## src/rtl/probe_conditioner_pkg.sv

```systemverilog
// Shared helpers for the probe conditioning slice.
package probe_conditioner_pkg;

  // Filter counter width: $clog2 of the length, never narrower than one bit.
  function automatic int unsigned cnt_width(input int unsigned len);
    return (len <= 2) ? 1 : $clog2(len);
  endfunction

endpackage

```

## src/rtl/probe_filter.sv

```systemverilog
// One probe bit: synchroniser chain, stability filter, toggle pulse and sticky activity flag.
module probe_filter
  import probe_conditioner_pkg::*;
#(
  parameter int unsigned N_SYNC        = 2,
  parameter int unsigned FILTER_LENGTH = 4
) (
  input  logic clk_48MHz,
  input  logic rst,
  input  logic i_cg,
  input  logic i_pin,
  input  logic i_activityClear,
  output logic o_probe,
  output logic o_toggle,
  output logic o_activity
);

  localparam int unsigned CW = cnt_width(FILTER_LENGTH);
  localparam logic [CW-1:0] CNT_LAST = CW'(FILTER_LENGTH - 1);

  logic [N_SYNC-1:0] sync;
  logic [CW-1:0]     cnt;
  logic              s;

  assign s = sync[N_SYNC-1];

  always_ff @(posedge clk_48MHz) begin
    if (rst) begin
      sync       <= '0;
      cnt        <= '0;
      o_probe    <= 1'b0;
      o_toggle   <= 1'b0;
      o_activity <= 1'b0;
    end else begin
      // The synchroniser ignores i_cg so metastability settling time is never lost.
      sync     <= {sync[N_SYNC-2:0], i_pin};
      o_toggle <= 1'b0;
      if (i_cg) begin
        if (s == o_probe) begin
          cnt <= '0;
        end else if (cnt == CNT_LAST) begin
          o_probe  <= s;
          cnt      <= '0;
          o_toggle <= 1'b1;
        end else begin
          cnt <= cnt + 1'b1;
        end
      end
      // A toggle wins over a coincident clear so no event is lost.
      if (o_toggle)
        o_activity <= 1'b1;
      else if (i_activityClear)
        o_activity <= 1'b0;
    end
  end

endmodule

```

## src/rtl/probe_conditioner.sv

```systemverilog
// Vector wrapper: one independent probe_filter per probe pin, shared gate and clear.
module probe_conditioner #(
  parameter int unsigned N_PROBE       = 4,
  parameter int unsigned N_SYNC        = 2,
  parameter int unsigned FILTER_LENGTH = 4
) (
  input  logic               clk_48MHz,
  input  logic               rst,
  input  logic               i_cg,
  input  logic [N_PROBE-1:0] i_pin_probe,
  input  logic               i_activityClear,
  output logic [N_PROBE-1:0] o_probe,
  output logic [N_PROBE-1:0] o_toggle,
  output logic [N_PROBE-1:0] o_activity
);

  for (genvar i = 0; i < N_PROBE; i++) begin : g_probe
    probe_filter #(
      .N_SYNC        (N_SYNC),
      .FILTER_LENGTH (FILTER_LENGTH)
    ) u_filter (
      .clk_48MHz       (clk_48MHz),
      .rst             (rst),
      .i_cg            (i_cg),
      .i_pin           (i_pin_probe[i]),
      .i_activityClear (i_activityClear),
      .o_probe         (o_probe[i]),
      .o_toggle        (o_toggle[i]),
      .o_activity      (o_activity[i])
    );
  end

endmodule
```

## config.mk

```make
export PLATFORM = sky130hd
export DESIGN_NAME = probe_conditioner
export DESIGN_NICKNAME = d
export VERILOG_FILES = /design/src/rtl/probe_conditioner_pkg.sv /design/src/rtl/probe_filter.sv /design/src/rtl/probe_conditioner.sv
export SDC_FILE = /design/constraint.sdc
export NUM_CORES = 1
export LEC_CHECK = 0
export ABC_AREA = 1
export BUFFER_PORTS_ARGS = -buffer_cell sky130_fd_sc_hd__buf_2
export CORE_ASPECT_RATIO = 0.6
export CORE_MARGIN = 3
export CORE_UTILIZATION = 53
export DETAILED_ROUTE_END_ITERATION = 7
export PLACE_DENSITY_LB_ADDON = 0.2
export SLEW_MARGIN = 20
export SYNTH_ARGS = -nofsm -noshare
export SYNTH_HDL_FRONTEND = slang
export SYNTH_SLANG_ARGS = --single-unit
```

## constraint.sdc

```tcl
create_clock -name clk_48MHz -period 0.94 [get_ports clk_48MHz]
set_input_delay 0.047 -clock clk_48MHz [delete_from_list [all_inputs] [get_ports clk_48MHz]]
set_output_delay 0.047 -clock clk_48MHz [all_outputs]
set_load 0.03 [all_outputs]
```

==> run summary <==
Count of cell types in the netlist - 14
Syn nets - 159
Final period util - 97.3%
Fin Clk Skew - 0.00291 ns
Root Driver - clkbuf_8
HPWL after detailed placement - 1540 µm
DIE HEIGHT - 42.5 µm
Num rows - 12
Sequential area share after synthesis - 47.6%
CTS Buf Count - 3
Share of cells above drive strength 1 - 31.9%
Clock share of power - 41.1%
Initial core utilization - 59.9%
Area Growth Syn to Fin - 22.0%
Util after Layout - 73.1%
Largest cells by area after synthesis - dfxtp_1 48%, inv_1 9.6%, buf_4 7.6%
Relative slew margins - 81.6%
Pin count of the biggest net entering global routing - 17
Sequential cell area - 576 µm²
Largest area contributor in the netlist - dfxtp_1
Final wirelength - 2410 µm
Highest clock rate - 1090 MHz
Static Leakage - 0.625 nW
Iteration count of the initial detailed-routing pass - 4
Worst-Skew Late Latency - 0.28 ns
Core ar. - 1970 µm²
Via count of the routed design - 963
Nets - 176
Worst EP required - 1.15 ns
Switching portion of total power - 20.6%
Hold violation total from the final report - 0
Synthesized area - 1180 µm²
Share of the synthesized area in the top cell type - 47.6%
RSZ-0062 raised after global routing - yes
Slew @ Worst Pin - 0.277 ns
Syn avg cell area - 8.02 µm²
Worst EP arrival - 1.13 ns
Antenna violations before repair - 0
I/O Pins - 20
Clk pin slew, worst setup/hold paths - 0.09 ns
Reg power frac - 53.0%
Tot GR Track Use - 16.9%
Sw power - 0.477 mW
Maximum VDD drop - 1.09 mV
Min cycle time layout - 0.915 ns
Drt via density - 5.04
Die width - 66.9 µm
Cells after Synth - 147
CTS tree - built
Status - complete, no violations
H-tree depth - 1
Endpoints failing setup - 0
Int Power - 1.84 mW
Vias in the first global route - 833
1st-iter DRT viols - 43
First-pass GRT wire length - 3590 µm
Pwr Total - 2.31 mW
Commonest non-fill, non-tap cells in the layout - 28 x inv_1, 16 x dfxtp_1, 15 x buf_2
DRC viols - 0
Port-buffer cells - 19
Area of the multi-input gates - 460 µm²
Pwr Density - 1610 nW/µm²
CP Launch Type - flip-flop
Commonest non-fill, non-tap cell in the layout - inv_1
Placer Congestion - 0.744
Maxcap violations - 0
Post-DRT Antenna Nets - 0
Hold crit path type - in2reg
Grt total ovfl - 0
FF+latch count, synth - 28
Combinational power share - 5.9%
Maximum root-to-sink buffer count - 2
Fillers - 153
TritonCTS Sinks - 28
Die area - 2840 µm²
Crit-path max FO - 3
Number of diodes - 0
Flop2flop setup slack - 0.03 ns
Kind of end point of the critical path - flip-flop
Setup CP Type - reg2reg
Wire per inst - 12.6 µm
Warnings from Yosys - 0
Max-slew violations - 0
==> per-stage QoR <==
stage | cell area [µm²] | TNS (ns) | instances | worst slack [ns] | hold WS [ns]
floorplan | 1180 | 0 | 147 | 0.116 | 0.125
global placement | 1220 | 0 | 182 | 0.0544 | 0.247
detailed placement | 1220 | 0 | 182 | 0.00232 | 0.253
CTS | 1350 | 0 | 191 | 0.00134 | 0.0883
global route | 1440 | -0.0883 | 191 | -0.0184 | 0.107
finish | 1440 | 0 | 191 | 0.0253 | 0.103
==> cell type report <==
class | instances | area share [%]
Inverter | 30 | 7.83
Sequential cell | 28 | 40.0
Clock inverter | 1 | 2.09
Tap cell | 28 | 2.44
Clock buffer | 3 | 2.87
Timing Repair Buffer | 28 | 12.7
Multi-Input combinational cell | 73 | 32.0
==> metal layers <==
metal / vias up / global-route usage, % / share of wire, %
met5: - / 0 / 0
met4: 0 / 6.45 / 1.9
met3: 6 / 6.43 / 6.8
met2: 36 / 26.6 / 47
met1: 427 / 20.7 / 44
li1: 494 / - / -
==> flip-flops by register name, summed over array words and instances (netlist names) <==
| name | count |
|---|---|
| g_probe.u_filter.cnt | 8 |
| g_probe.u_filter.o_activity | 4 |
| g_probe.u_filter.sync | 8 |
| g_probe.u_filter.o_probe | 4 |
| g_probe.u_filter.o_toggle | 4 |
==> cells in the mapped netlist, drive strengths merged <==
cell type / count
nand4: 12
nand3: 4
a21oi: 12
a31oi: 4
buf: 16
nor3: 7
inv: 30
nand2: 13
nor2: 13
o21ai: 4
dfxtp: 28
ha: 4
==> power by group through the flow <==
stage | combinational, mW | clock, mW | sequential [mW]
after CTS | 0.125 | 0.962 | 1.22
after detailed placement | 0.112 | 0 | 1.25
after global routing | 0.154 | 1.01 | 1.23
final | 0.137 | 0.951 | 1.22
after global placement | 0.107 | 0 | 1.25
after floorplan | 0.0748 | 0 | 1.24
==> what timing repair did <==
item                                   CTS  global route
setup buffers                            1             0
gates resized for setup                  8            23
endpoints found under the hold margin    4             0
pin swaps                                1             5
setup endpoints to repair                6            18
hold buffers                             4             0
==> logic make-up (layout without fill, tap and decap cells) <==
| family | after synthesis | in the layout | synth area share (%) |
|---|---|---|---|
| AND/OR/NAND/NOR | 49 | 49 | 19.3 |
| buffers and inverters | 46 | 62 | 20.0 |
| flip-flops | 28 | 28 | 47.6 |
| AO/OA/AOI/OAI | 20 | 20 | 8.92 |
| adder cells (fa/ha/maj) | 4 | 4 | 4.25 |
==> final timing paths <==
path / startpoint / to / cells past startpoint
setup / recovery: g_probe[3].u_filter.cnt[0] / g_probe[3].u_filter.cnt[0] / 4
setup reg to reg: g_probe[3].u_filter.cnt[0] / g_probe[3].u_filter.cnt[0] / 4
hold / removal: rst / g_probe[2].u_filter.cnt[1] / 2
hold reg to reg: g_probe[0].u_filter.sync[0] / g_probe[0].u_filter.sync[1] / 2
==> worst max-delay path, stage by stage, from the launching register on <==
cell and delay, ns:
dfxtp_2 0.35, ha_4 0.16, inv_2 0.05, nand4_1 0.13, a21oi_2 0.16
Note: power is estimated with default switching activity, not from simulation.
